### src/rtl/header_word_feeder_if.sv
// Word request bus between the SHA-256 core (master) and the header feeder (slave).
// The core raises rq with addr; the feeder answers with a one-cycle rdy and holds data.
interface header_word_feeder_if;
  logic        rq;
  logic [4:0]  addr;
  logic [31:0] data;
  logic        rdy;

  modport master (output rq, output addr, input data, input rdy);
  modport slave  (input rq, input addr, output data, output rdy);
endinterface

### src/rtl/header_word_feeder.sv
// Buffers an 80-byte block header and serves the padded 640-bit message word by word,
// with word NONCE_WORD taken from a live nonce counter instead of header storage.
module header_word_feeder #(
  parameter int NONCE_WORD = 19,
  parameter int MSG_BITS   = 640
) (
  input  logic                 clk,
  input  logic                 rst,
  input  logic                 load_start,
  input  logic                 load_valid,
  input  logic [7:0]           load_byte,
  output logic                 hdr_valid,
  header_word_feeder_if.slave  bus,
  input  logic                 nonce_inc,
  output logic [31:0]          nonce,
  output logic                 nonce_wrap
);

  localparam logic [6:0] HDR_BYTES   = 7'd80;
  localparam logic [6:0] LAST_BYTE   = 7'd79;
  localparam logic [6:0] NONCE_BYTE0 = 7'd76;
  localparam logic [4:0] NONCE_ADDR  = 5'(NONCE_WORD);
  localparam logic [4:0] LAST_STORED = 5'd18;
  localparam logic [4:0] PAD_ADDR    = 5'd20;
  localparam logic [4:0] LEN_ADDR    = 5'd31;

  typedef enum logic [1:0] {S_IDLE, S_ACK, S_WAITLOW} state_t;

  logic [31:0] hdr_mem [0:18];

  logic [6:0]  count_reg, count_next;
  logic [6:0]  wr_idx;
  logic        wr_en;
  logic [4:0]  lane_lsb;
  logic        hdr_valid_reg, hdr_valid_next;
  logic [31:0] nonce_reg, nonce_next;
  logic        nonce_wrap_reg, nonce_wrap_next;
  state_t      state_reg, state_next;
  logic [31:0] data_reg, data_next;
  logic [31:0] word_sel;

  // load_start restarts at byte 0 and may carry that byte in the same cycle
  always_comb begin
    wr_idx   = load_start ? 7'd0 : count_reg;
    wr_en    = load_valid && (wr_idx < HDR_BYTES);
    lane_lsb = {~wr_idx[1:0], 3'b000};

    count_next = count_reg;
    if (load_start)
      count_next = 7'd0;
    if (wr_en)
      count_next = wr_idx + 7'd1;

    hdr_valid_next = hdr_valid_reg;
    if (load_start)
      hdr_valid_next = 1'b0;
    if (wr_en && wr_idx == LAST_BYTE)
      hdr_valid_next = 1'b1;

    nonce_next      = nonce_reg;
    nonce_wrap_next = nonce_wrap_reg;
    if (wr_en && wr_idx >= NONCE_BYTE0) begin
      nonce_next[lane_lsb +: 8] = load_byte;
    end else if (!load_start && nonce_inc) begin
      nonce_next = nonce_reg + 32'd1;
      if (nonce_reg == 32'hFFFF_FFFF)
        nonce_wrap_next = 1'b1;
    end
    if (load_start)
      nonce_wrap_next = 1'b0;
  end

  // Header storage is deliberately left out of reset
  always_ff @(posedge clk) begin
    if (wr_en && wr_idx < NONCE_BYTE0)
      hdr_mem[wr_idx[6:2]][lane_lsb +: 8] <= load_byte;
  end

  always_comb begin
    if (bus.addr == NONCE_ADDR)
      word_sel = nonce_reg;
    else if (bus.addr <= LAST_STORED)
      word_sel = hdr_mem[bus.addr];
    else if (bus.addr == PAD_ADDR)
      word_sel = 32'h8000_0000;
    else if (bus.addr == LEN_ADDR)
      word_sel = 32'(MSG_BITS);
    else
      word_sel = 32'h0000_0000;
  end

  always_comb begin
    state_next = state_reg;
    data_next  = data_reg;
    case (state_reg)
      S_IDLE: begin
        if (bus.rq && hdr_valid_reg) begin
          data_next  = word_sel;
          state_next = S_ACK;
        end
      end
      S_ACK:     state_next = S_WAITLOW;
      S_WAITLOW: if (!bus.rq) state_next = S_IDLE;
      default:   state_next = S_IDLE;
    endcase
  end

  always_ff @(posedge clk or posedge rst) begin
    if (rst) begin
      count_reg      <= 7'd0;
      hdr_valid_reg  <= 1'b0;
      nonce_reg      <= 32'd0;
      nonce_wrap_reg <= 1'b0;
      state_reg      <= S_IDLE;
      data_reg       <= 32'd0;
    end else begin
      count_reg      <= count_next;
      hdr_valid_reg  <= hdr_valid_next;
      nonce_reg      <= nonce_next;
      nonce_wrap_reg <= nonce_wrap_next;
      state_reg      <= state_next;
      data_reg       <= data_next;
    end
  end

  assign bus.rdy    = (state_reg == S_ACK);
  assign bus.data   = data_reg;
  assign hdr_valid  = hdr_valid_reg;
  assign nonce      = nonce_reg;
  assign nonce_wrap = nonce_wrap_reg;

endmodule

### src/flat_wrapper.sv
// flat-port wrapper written by rule: the top's interface ports become plain ports
module header_word_feeder_flat 
#(
  parameter int NONCE_WORD = 19,
  parameter int MSG_BITS   = 640
)
  (clk, rst, load_start, load_valid, load_byte, hdr_valid, nonce_inc, nonce, nonce_wrap, bus_rq, bus_addr, bus_data, bus_rdy);
  header_word_feeder_if bus_i ();
  input  logic clk;
  input  logic rst;
  input  logic load_start;
  input  logic load_valid;
  input  logic [7:0] load_byte;
  output logic hdr_valid;
  input  logic nonce_inc;
  output logic [31:0] nonce;
  output logic nonce_wrap;
  input wire logic [$bits(bus_i.rq)-1:0] bus_rq;
  input wire logic [$bits(bus_i.addr)-1:0] bus_addr;
  output wire logic [$bits(bus_i.data)-1:0] bus_data;
  output wire logic [$bits(bus_i.rdy)-1:0] bus_rdy;
  assign bus_i.rq = bus_rq;
  assign bus_i.addr = bus_addr;
  assign bus_data = bus_i.data;
  assign bus_rdy = bus_i.rdy;
  header_word_feeder #(.NONCE_WORD(NONCE_WORD), .MSG_BITS(MSG_BITS)) u_core (.clk(clk), .rst(rst), .load_start(load_start), .load_valid(load_valid), .load_byte(load_byte), .hdr_valid(hdr_valid), .bus(bus_i), .nonce_inc(nonce_inc), .nonce(nonce), .nonce_wrap(nonce_wrap));
endmodule
### config.mk
export PLATFORM = sky130hd
export DESIGN_NAME = header_word_feeder_flat
export DESIGN_NICKNAME = d
export VERILOG_FILES = /design/src/rtl/header_word_feeder_if.sv /design/src/rtl/header_word_feeder.sv /design/src/flat_wrapper.sv
export SDC_FILE = /design/constraint.sdc
export NUM_CORES = 1
export LEC_CHECK = 0
export CAP_MARGIN = 40
export CORE_MARGIN = 2
export CORE_UTILIZATION = 55
export DETAILED_ROUTE_END_ITERATION = 8
export PLACE_DENSITY = 0.7
export SYNTH_ARGS = -nofsm -noshare
export SYNTH_HDL_FRONTEND = slang
export SYNTH_SLANG_ARGS = --single-unit
### constraint.sdc
create_clock -name clk -period 4.4 [get_ports clk]
set_input_delay 0.88 -clock clk [delete_from_list [all_inputs] [get_ports clk]]
set_output_delay 0.88 -clock clk [all_outputs]
set_load 0.05 [all_outputs]
==> results.ini <==
[finish]
regArea_um2=20100
final_core_util=0.643
final_cell_mix=608 x edfxtp_1, 166 x nor2_1, 129 x mux4_2
fin_cells=2536
fillers=3408
final_nets=1829
multiInputGateArea_um2=7320
final_common_cell=edfxtp_1
drive_gt1_frac=0.187
antenna_cells=0
largest_reg_flops=608
fin_area_um2=32200
syn_to_final_growth_pct=15.4

[min_path]
hp-class=reg -> reg
hp-start=u_core.nonce_wrap
holdPathStages=2
hold_end=u_core.nonce_wrap

[route]
ant_nets=0
initialDrtViolationCount=2160
wire_per_inst_um=28.9
dr_wl_met3_um=7760
route.met2.wl_um=33800
top_layer=met5
wl_met1_um=29600
drc=0
vias_per_cell=6.47
first_pass_iters=6
routed_wl_um=73400
vias=16400

[global_route]
antenna_found_initial=1
grt_max_degree=73
overflow=0
grtUsageTotal=0.284
grt_pass1_vias=16100
grt_pass1_wl_um=109000

[timing]
layout_setup_ws_ns=1.07
maxSlewViolCount=0
slew_headroom=0.365
fin_crit_ns=3.33
whs_ns=0.515
fin_tns_setup_ns=0
fin_crit_sh=0.758
rsz0062_at_grt=no
hold_viol=0
skew_ns=0.0211
fmax_ghz=0.300
worstMarginPinSlew_ns=0.951
setup_viol=0

[synthesis]
synth_edf_count=608
synthFlopType=edfxtp_1
ys_ff_latch=683
yosysUniqueCellTypes=68
syn-num-nets=1687
syn_avg_cell_area_um2=16.8
ys_seq_area_frac=0.721
synth_cells=1663
synth_area_um2=27900
yosysWarningCount=0
synth-async-reset-ratio=0.110

[floorplanning]
core_area_um2=50200
die_x_um=229
die_area_um2=52600
die_y_um=229
start_util=0.557
io_pins=86
rows=82

[placement]
dp_slack_ns=0.509
placed_cells=2404
io_buffers=85
placed_area_um2=29900
gp_congestion=0.948
dp_hpwl_um=48300

[pwr]
leakagePower_nw=10.8
p_sw_mw=3.43
pwr-share-comb=0.084
p_int_mw=11.2
p_seq_frac=0.499
swShare=0.235
clockPowerShare=0.417
vdd_ir_drop_max_mv=0.275
power.total_mw=14.6
powerDensity_nw_per_um2=454

[worst_setup_path]
r2r-start=u_core.count_reg[5]
cp_max_fo=11
rr_worst_depth=5
start_kind=input port
reg2reg_to=u_core.hdr_mem[11][21]
worstPathArrival_ns=3.58
required_ns=4.64
endpoint_kind=flip-flop
rrSetupSlack_ns=1.41
critical_path_class=in -> reg

[clocking]
post_cts_resized=0
hold_buffers=0
htree_levels=3
cts_buffers=71
insertion_delay_ns=0.62
cts_sinks=683
path_clk_slew_ns=0.06
cts_setup_buffers=0
cts_max_path_buffers=3
cts_root_buf=clkbuf_16
cts_tree=built

[outcome]
outcome=finished, final reports clean

[flow_run]
cap_violations=0

-- logic make-up after synthesis --
group / Yosys count / synth area share
simple gates: 420 / 0.0724
xor+xnor: 7 / 0.00220
fa+ha+maj: 5 / 0.00224
buf+inv: 107 / 0.0181
mux: 173 / 0.120
flops: 683 / 0.721
compound gates: 268 / 0.0642
-- Yosys cell counts (5+ instances only) --
cell	number	area (um2)
xnor2_1	7	61.3
nand2_1	89	334
edfxtp_1	608	18300
a22oi_1	34	255
a21oi_1	56	280
mux2i_1	42	420
o211ai_1	5	37.5
mux4_2	129	2910
buf_4	8	60.1
inv_1	9	33.8
buf_2	36	180
nor3_1	23	115
o22a_1	5	43.8
nor4_1	8	50.1
nand2b_1	9	56.3
clkbuf_1	48	180
and2_1	33	206
o22ai_1	12	75.1
ha_1	5	62.6
o21ai_0	58	290
nand3_1	31	155
o211a_1	10	100
dfrtp_1	75	1880
and3_1	8	50.1
a31oi_1	16	100
a31o_2	5	43.8
a22o_1	21	184
nand4_1	8	50.1
or3_1	5	31.3
o21a_1	8	60.1
a2bb2oi_1	7	61.3
nor2b_1	9	56.3
nor2_1	166	623
-- per-layer routing --
layer,up-vias,GRT usage
met5,-,0
met3,143,0.0604
met1,8354,0.416
met2,1020,0.432
met4,2,0.0917
li1,6893,-
-- how the worst max path moves through the flow --
stage,startpoint,end,depth (start not counted)
4_1_cts,load_start,u_core.hdr_mem[12][31],5
6_report,load_start,u_core.hdr_mem[16][24],5
3_3_place_gp,load_start,u_core.hdr_mem[16][4],5
5_1_grt,load_start,u_core.nonce[7],10
2_1_floorplan,load_start,u_core.hdr_mem[0][24],7
3_5_place_dp,load_start,u_core.hdr_mem[16][29],5
-- worst max-delay path, cell delays in order --
cell	delay, ns
clkdlybuf4s50_1	0.68
buf_4	0.29
or4b_4	0.56
or3_1	0.49
nor2_1	0.67
-- final cells by class --
type                            instances  share of cell area
Sequential cell                       683               0.625
Multi-Input combinational cell        873               0.227
Clock buffer                           95              0.0588
Timing Repair Buffer                  167              0.0477
Tap cell                              672              0.0261
Clock inverter                         37              0.0147
Inverter                                9             0.00109
-- power by group through the flow --
stage | sequential, mW | combinational, mW | clock [mW]
global placement | 7.42 | 1.21 | 0
detailed placement | 7.43 | 1.23 | 0
global route | 7.30 | 1.30 | 6.43
CTS | 7.29 | 1.23 | 6.16
floorplan | 7.64 | 0.503 | 0
finish | 7.29 | 1.23 | 6.10
(Power assumes the default switching activity.)
